**config.mk**
```make
export PLATFORM = sky130hd
export DESIGN_NAME = bn_stat_ctrl
export DESIGN_NICKNAME = d
export VERILOG_FILES = /design/src/rtl/bn_stat_ctrl.sv
export SDC_FILE = /design/constraint.sdc
export NUM_CORES = 1
export LEC_CHECK = 0
export ABC_AREA = 1
export CAP_MARGIN = 40
export CORE_MARGIN = 3
export CORE_UTILIZATION = 50
export DETAILED_ROUTE_END_ITERATION = 8
export DONT_BUFFER_PORTS = 1
export SETUP_SLACK_MARGIN = 0.4
export SYNTH_ARGS = -nofsm -noshare
export SYNTH_HDL_FRONTEND = slang
export SYNTH_SLANG_ARGS = --single-unit
```
**constraint.sdc**
```tcl
create_clock -name clk -period 3 [get_ports clk]
set_input_delay 0.6 -clock clk [delete_from_list [all_inputs] [get_ports clk]]
set_output_delay 0.6 -clock clk [all_outputs]
set_load 0.005 [all_outputs]
```
**src/rtl/bn_stat_ctrl.sv**
```systemverilog
// Batch-norm statistics controller: accumulates max/min/sum over MINI_BATCH samples per
// channel, hands them to an external stats unit and holds each channel's avg/std result.
module bn_stat_ctrl #(
  parameter int unsigned DATA_WIDTH = 16,
  parameter int unsigned MINI_BATCH = 64,
  parameter int unsigned ADDR_WIDTH = $clog2(MINI_BATCH),
  parameter int unsigned CH_WIDTH   = 8
) (
  input  logic                         clk,
  input  logic                         rst,
  input  logic                         start_i,
  input  logic [CH_WIDTH-1:0]          num_ch_i,
  output logic                         busy_o,
  output logic                         done_o,
  input  logic                         in_valid_i,
  input  logic signed [DATA_WIDTH-1:0] in_data_i,
  output logic                         in_ready_o,
  output logic                         cal_valid_o,
  output logic signed [DATA_WIDTH-1:0] cal_max_o,
  output logic signed [DATA_WIDTH-1:0] cal_min_o,
  output logic signed [DATA_WIDTH-1:0] cal_sum_o,
  input  logic                         cal_valid_i,
  input  logic signed [DATA_WIDTH-1:0] cal_avg_i,
  input  logic signed [DATA_WIDTH-1:0] cal_std_i,
  output logic                         out_valid_o,
  input  logic                         out_ready_i,
  output logic signed [DATA_WIDTH-1:0] out_avg_o,
  output logic signed [DATA_WIDTH-1:0] out_std_o,
  output logic [CH_WIDTH-1:0]          out_ch_o
);

  typedef enum logic [1:0] {StIdle, StAcc, StCal, StOut} state_e;

  localparam logic [ADDR_WIDTH-1:0] CntLast = ADDR_WIDTH'(MINI_BATCH - 1);

  state_e                         state_q, state_d;
  logic [ADDR_WIDTH-1:0]          cnt_q, cnt_d;
  logic [CH_WIDTH-1:0]            ch_q, ch_d;
  logic [CH_WIDTH-1:0]            num_q, num_d;
  logic signed [DATA_WIDTH-1:0]   max_q, max_d, min_q, min_d, sum_q, sum_d;
  logic signed [DATA_WIDTH-1:0]   avg_q, avg_d, std_q, std_d;
  logic [CH_WIDTH-1:0]            och_q, och_d;
  logic                           done_q, done_d;
  logic [CH_WIDTH:0]              ch_inc;

  assign ch_inc = {1'b0, ch_q} + (CH_WIDTH + 1)'(1);

  always_comb begin
    state_d = state_q;
    cnt_d   = cnt_q;
    ch_d    = ch_q;
    num_d   = num_q;
    max_d   = max_q;
    min_d   = min_q;
    sum_d   = sum_q;
    avg_d   = avg_q;
    std_d   = std_q;
    och_d   = och_q;
    done_d  = 1'b0;
    unique case (state_q)
      StIdle: begin
        if (start_i) begin
          num_d = num_ch_i;
          ch_d  = '0;
          if (num_ch_i == '0) done_d = 1'b1;
          else                state_d = StAcc;
        end
      end
      StAcc: begin
        if (in_valid_i) begin
          // Counter at zero marks the first sample of a channel: seed all three stats.
          if (cnt_q == '0) begin
            max_d = in_data_i;
            min_d = in_data_i;
            sum_d = in_data_i;
          end else begin
            max_d = (in_data_i > max_q) ? in_data_i : max_q;
            min_d = (in_data_i < min_q) ? in_data_i : min_q;
            sum_d = sum_q + in_data_i;
          end
          if (cnt_q == CntLast) begin
            cnt_d   = '0;
            state_d = StCal;
          end else begin
            cnt_d = cnt_q + ADDR_WIDTH'(1);
          end
        end
      end
      StCal: begin
        if (cal_valid_i) begin
          avg_d   = cal_avg_i;
          std_d   = cal_std_i;
          och_d   = ch_q;
          state_d = StOut;
        end
      end
      StOut: begin
        if (out_ready_i) begin
          if (ch_inc < {1'b0, num_q}) begin
            ch_d    = ch_inc[CH_WIDTH-1:0];
            state_d = StAcc;
          end else begin
            done_d  = 1'b1;
            state_d = StIdle;
          end
        end
      end
      default: state_d = StIdle;
    endcase
  end

  always_ff @(posedge clk) begin
    if (rst) begin
      state_q <= StIdle;
      cnt_q   <= '0;
      ch_q    <= '0;
      num_q   <= '0;
      max_q   <= '0;
      min_q   <= '0;
      sum_q   <= '0;
      avg_q   <= '0;
      std_q   <= '0;
      och_q   <= '0;
      done_q  <= 1'b0;
    end else begin
      state_q <= state_d;
      cnt_q   <= cnt_d;
      ch_q    <= ch_d;
      num_q   <= num_d;
      max_q   <= max_d;
      min_q   <= min_d;
      sum_q   <= sum_d;
      avg_q   <= avg_d;
      std_q   <= std_d;
      och_q   <= och_d;
      done_q  <= done_d;
    end
  end

  assign busy_o      = (state_q != StIdle);
  assign done_o      = done_q;
  assign in_ready_o  = (state_q == StAcc);
  assign cal_valid_o = (state_q == StCal);
  assign cal_max_o   = max_q;
  assign cal_min_o   = min_q;
  assign cal_sum_o   = sum_q;
  assign out_valid_o = (state_q == StOut);
  assign out_avg_o   = avg_q;
  assign out_std_o   = std_q;
  assign out_ch_o    = och_q;

endmodule

```
# Word-level counts from Yosys, hierarchy flattened
# Cells that the tools add are included.
# word_totals
ff_bits	113
input_bits	62
elab_cells	65
# classes
add_sub_neg	3
n_lt_le_gt_ge	3
eq_ne	11
muxes	23
reduce_logical	14
# ops
operator	n
2-to-1 mux 16 bit	5
2-to-1 mux 8 bit	3
adder 16 bit	1
> comparator 16 bit	1
< comparator 16 bit	1
case mux 8 bit (2 select lines)	1
2-to-1 mux 2 bit	6
adder 8 x 1 -> 9 bit (second input constant)	1
< comparator 9 x 8 -> 1 bit	1
logical NOT 8 bit	1
inequality test 2 x 1 -> 1 bit (second input constant)	4
case mux 2 bit (4 select lines)	1
nonzero test 2 bit	4
adder 6 x 1 -> 6 bit (second input constant)	1
equality test 6 bit (second input constant)	1
logical NOT 6 bit	1
2-to-1 mux 6 bit	1
inequality test 2 bit (second input constant)	3
AND reduction 2 bit	3
AND reduction 3 bit	2
AND reduction 6 bit	1
2-to-1 mux 1 bit	5
equality test 2 bit (second input constant)	2
AND reduction 4 bit	1
other kinds (3)	3

# Logic depth before layout (Yosys ltp)
# logic_depth
word_depth	5
mapped_depth	18

# Worst setup path before layout
# Ideal clock, no wire load.
# synth_timing
kind	register -> register
from	reg ch_q[0]
to	reg ch_q[1]
setup_time_ns	0.115
arrival_ns	2.157
required_time_ns	2.885
setup_slack_ns	0.728
path_stages_with_launch	17
period_less_slack_ns	2.272
cell_sequence	dfxtp_1 -> ha_1 -> nand2_1 -> nor2_2 -> nand3_1 -> xor2_1 -> inv_1 -> ha_1 -> a21oi_1 -> o211ai_1 -> nor2_2 -> nand3_2 -> nand2_4 -> buf_8 -> nand3_1 -> nand2_1 -> nor2_1
# synth_via
elab_chain_len	4
# synth_lines
element	line_no	source
from (decl)	38	logic [CH_WIDTH-1:0] ch_q, ch_d;
from (signal assigned)	128	ch_q <= ch_d;
adder 8 x 1 -> 9 bit *	46	assign ch_inc = {1'b0, ch_q} + (CH_WIDTH + 1)'(1);
< comparator 9 x 8 -> 1 bit / 2-to-1 mux 8 bit (equally long branches)	99	if (ch_inc < {1'b0, num_q}) begin
inequality test 2 x 1 -> 1 bit (no line) / 2-to-1 mux 8 bit (equally long branches)	-	
AND reduction 4 bit (no line) / case mux 8 bit (2 select lines) (equally long branches)	-	
# Mark *: on every way between the ends. The rest lies on a longest branch, timed or not. The select of a mux whose other input is x is not followed.
# A chain may end at the register's enable or synchronous reset.

# Worst setup path in the final report
# layout_timing
from	reg ch_q[1]
to	reg ch_q[3]
# The elaborated chain is that of the path after synthesis.

==> impl_metrics.py <==
metrics = {
    "synth": {
        "synth_top_cell_by_area": "dfxtp_1",
        "netlist_instances": 959,
        "synthMuxAreaShare_pct": 0,
        "synth_xor_area_share_pct": 1.61,
        "async_reset_ff_share_pct": 0,
        "synth_enable_flop_cells": 0,
        "synth_top_family_by_area": "simple AND/OR/NAND/NOR gates",
        "synth_compound_area_share_pct": 16.3,
        "yosys-top-cells-area": "dfxtp_1 (35%), ha_1 (11%), nand2_1 (9.2%)",
        "yosysMostFrequentCell": "nand2_1",
        "yosysWarnings": 0,
        "ys_seq_area_share_pct": 34.6,
        "synth.avg_cell_area_um2": 6.82,
        "yosysTopAreaCellShare_pct": 34.6,
        "synthAdderAreaFrac_pct": 11.8,
        "synthDistinctLibCells": 41,
        "syn_nets": 1082,
        "synth_seq_cells": 113,
        "synth_area_mm2": 0.00654,
        "dominantRegCellSynth": "dfxtp_1",
        "synth-simple-area-share_pct": 25.4,
        "yosys-top-cells-count": "nand2_1 (161), nor2_1 (150), a21oi_1 (119)",
    },
    "timing": {
        "fin_ws_ns": 0.541,
        "whs_ns": 0.238,
        "finalHoldViolations": 0,
        "period_share_pct": 82.0,
        "maxSlewHeadroom_pct": 58.9,
        "skew_ns": 0.00666,
        "final.setup.tns_ns": 0,
        "maxSlewViolCount": 0,
        "worst_pin_slew_ns": 0.615,
        "rsz0062_at_grt": "false",
        "layout_min_cycle_time_ns": 2.46,
        "clock.fmax_mhz": 407,
        "setup_viol": 0,
    },
    "detailed_routing": {
        "post-route-drc-count": 0,
        "via_per_inst": 5.35,
        "drt-pass1-iter-count": 5,
        "wirelength_um": 17200,
        "vias": 6055,
        "ant_nets": 0,
        "routedWlPerCell_um": 15.2,
        "drtIter0Drc": 424,
    },
    "setup_path": {
        "r2r_slack_ns": 0.54,
        "crit_start": "ch_q[1]",
        "r2r-start": "ch_q[1]",
        "worst_setup_path_end_kind": "flop",
        "crit_slowest_cell": "dfxtp_2",
        "critPathMaxFanout": 7,
        "cp-endpoint": "ch_q[3]",
        "cp_slowest_stage_delay_ns": 0.37,
        "reg2reg_to": "ch_q[3]",
        "arrival_ns": 2.76,
        "start_kind": "flop",
        "worst_ep_required_time_ns": 3.30,
        "worstSetupPathType": "reg -> reg",
        "crit_chain": "ha_4, nand2_1, nor2_4, nand3_1, xor2_1, inv_1, ha_1, nand2_1, inv_1, nand3_1, nor2_1, nor2_2, nand3_4, nand2_4, nand3_1, nand2_1, nor2_1",
        "reg2reg_depth": 17,
    },
    "clock_network": {
        "ctsHtreeMaxLevel": 4,
        "holdBufCountCts": 0,
        "clk_pin_slew_ns": 0.05,
        "clock_latency_ns": 0.42,
        "cts-root-buf": "clkbuf_16",
        "cts_buffer_depth": 2,
        "cts_sinks": 113,
        "cts_made_buffers": 17,
        "tritoncts": "done",
    },
    "final_layout": {
        "final_area_mm2": 0.00734,
        "drive_above_1_share_pct": 6.46,
        "nets": 1072,
        "area_delta_synth_final_pct": 12.1,
        "antenna_cells": 0,
    },
    "global_routing": {
        "overflow": 0,
        "antenna_found_initial": 0,
        "grt_pass1_vias": 5424,
        "grt_max_degree": 54,
        "grt_pass1_wl_um": 27600,
        "grt_util_all_layers_pct": 23.7,
    },
    "floorplanning": {
        "fp.coreArea_mm2": 0.0127,
        "fp.dieW_um": 120,
        "start_util_pct": 51.4,
        "io_pins": 155,
        "die-area_mm2": 0.0145,
        "dieHeight_um": 120,
        "rows": 41,
    },
    "pwr": {
        "peakVddDrop_uv": 377,
        "power.density_mw_per_mm2": 847,
        "finalPower_mw": 6.21,
        "leakage_nw": 3.25,
    },
    "place": {
        "port_buffers": 0,
        "place_hpwl_um": 12600,
        "pre_cts_slack_ns": 0.482,
        "gp_congestion": 0.857,
        "place_area_mm2": 0.00664,
    },
    "job": {
        "timing.max_cap.violations": 0,
    },
    "status": {
        "status": "complete, no violations",
    },
    "hold_path": {
        "hold_depth": 1,
        "hold_path_class": "in -> reg",
    },
}
## placed cells by master (no fill, tap or decap), types with 2 or more instances in the layout
master / instances
nand2_1: 160
nor2_1: 150
a21oi_1: 119
inv_1: 114
dfxtp_1: 110
o21ai_0: 72
nand3_1: 69
ha_1: 59
clkbuf_16: 17
buf_4: 11
xor2_1: 9
inv_2: 6
nor3_1: 5
bufinv_16: 5
o211ai_1: 4
nand4_1: 4
xnor2_1: 3
clkinvlp_4: 3
clkinv_2: 3
or2_2: 2
a21o_1: 2
nand2_2: 2
o21a_1: 2
nand2_4: 2
and3_1: 2
a211oi_1: 2
dfxtp_2: 2
buf_12: 2
## layer usage
layer	vias to the layer above	GRT usage, %	wire length, um
li1	3091	-	-
met1	2717	33.3	8110
met2	222	34.0	7220
met3	25	8.37	1630
met4	0	7.72	255
met5	-	0	0
## sequential cells by signal, summed over array words and instances (netlist names)
signal,cells
cal_max_o,16
cal_min_o,16
cal_sum_o,16
out_avg_o,16
out_std_o,16
ch_q,8
num_q,8
out_ch_o,8
cnt_q,6
state_q,2
done_o,1
## how the worst min path moves through the flow
stage,from,to,slack (ns)
after floorplan,num_q[0],num_q[0],0.42
after global placement,num_q[1],num_q[1],0.45
after detailed placement,num_q[1],num_q[1],0.46
after CTS,rst,ch_q[0],0.23
after global routing,rst,ch_q[0],0.23
final,rst,ch_q[0],0.24
## cell families (layout without fill, tap and decap cells)
| kind of cell | after synthesis | after routing |
|---|---|---|
| compound gates | 206 | 206 |
| flops | 113 | 113 |
| buf+inv | 164 | 164 |
| xor+xnor | 12 | 12 |
| fa+ha+maj | 61 | 61 |
| simple gates | 403 | 404 |
## critical path: cells and delay by family, from the launching register on
family	cells	cell delay (ns)
xor gates and xnor gates	1	0.19
adders and majority gates	2	0.43
buffers and inverters	2	0.11
DFF	1	0.37
and+or+nand+nor	12	1.23
## report_power, final
| group | leakage, nW | switching, mW | total (mW) | internal [mW] |
|---|---|---|---|---|
| combinational | 2.03 | 1.19 | 1.89 | 0.700 |
| sequential | 0.923 | 0.314 | 2.14 | 1.83 |
| clock | 0.301 | 0.704 | 2.18 | 1.48 |
## metrics by stage
stage / utilization, % / std cells
floorplan: - / 959
global placement: 52.2 / 1098
detailed placement: 52.2 / 1098
CTS: 57.1 / 1128
global route: 57.7 / 1132
finish: 57.7 / 1132
## area by class of cell
| class | instances | area, um2 |
|---|---|---|
| clock inverters | 11 | 188 |
| inverters | 121 | 454 |
| clock buffers | 19 | 443 |
| flip-flops and latches | 113 | 2270 |
| repair buffers | 13 | 123 |
| well taps | 172 | 215 |
| multi-input cells | 683 | 3640 |
| fillers | 1262 | 5390 |
## timing repair
item	CTS	global route
endpoints found under the setup margin	0	9
buffers inserted	0	3
resized for setup	0	10
(Power assumes the default switching activity.)
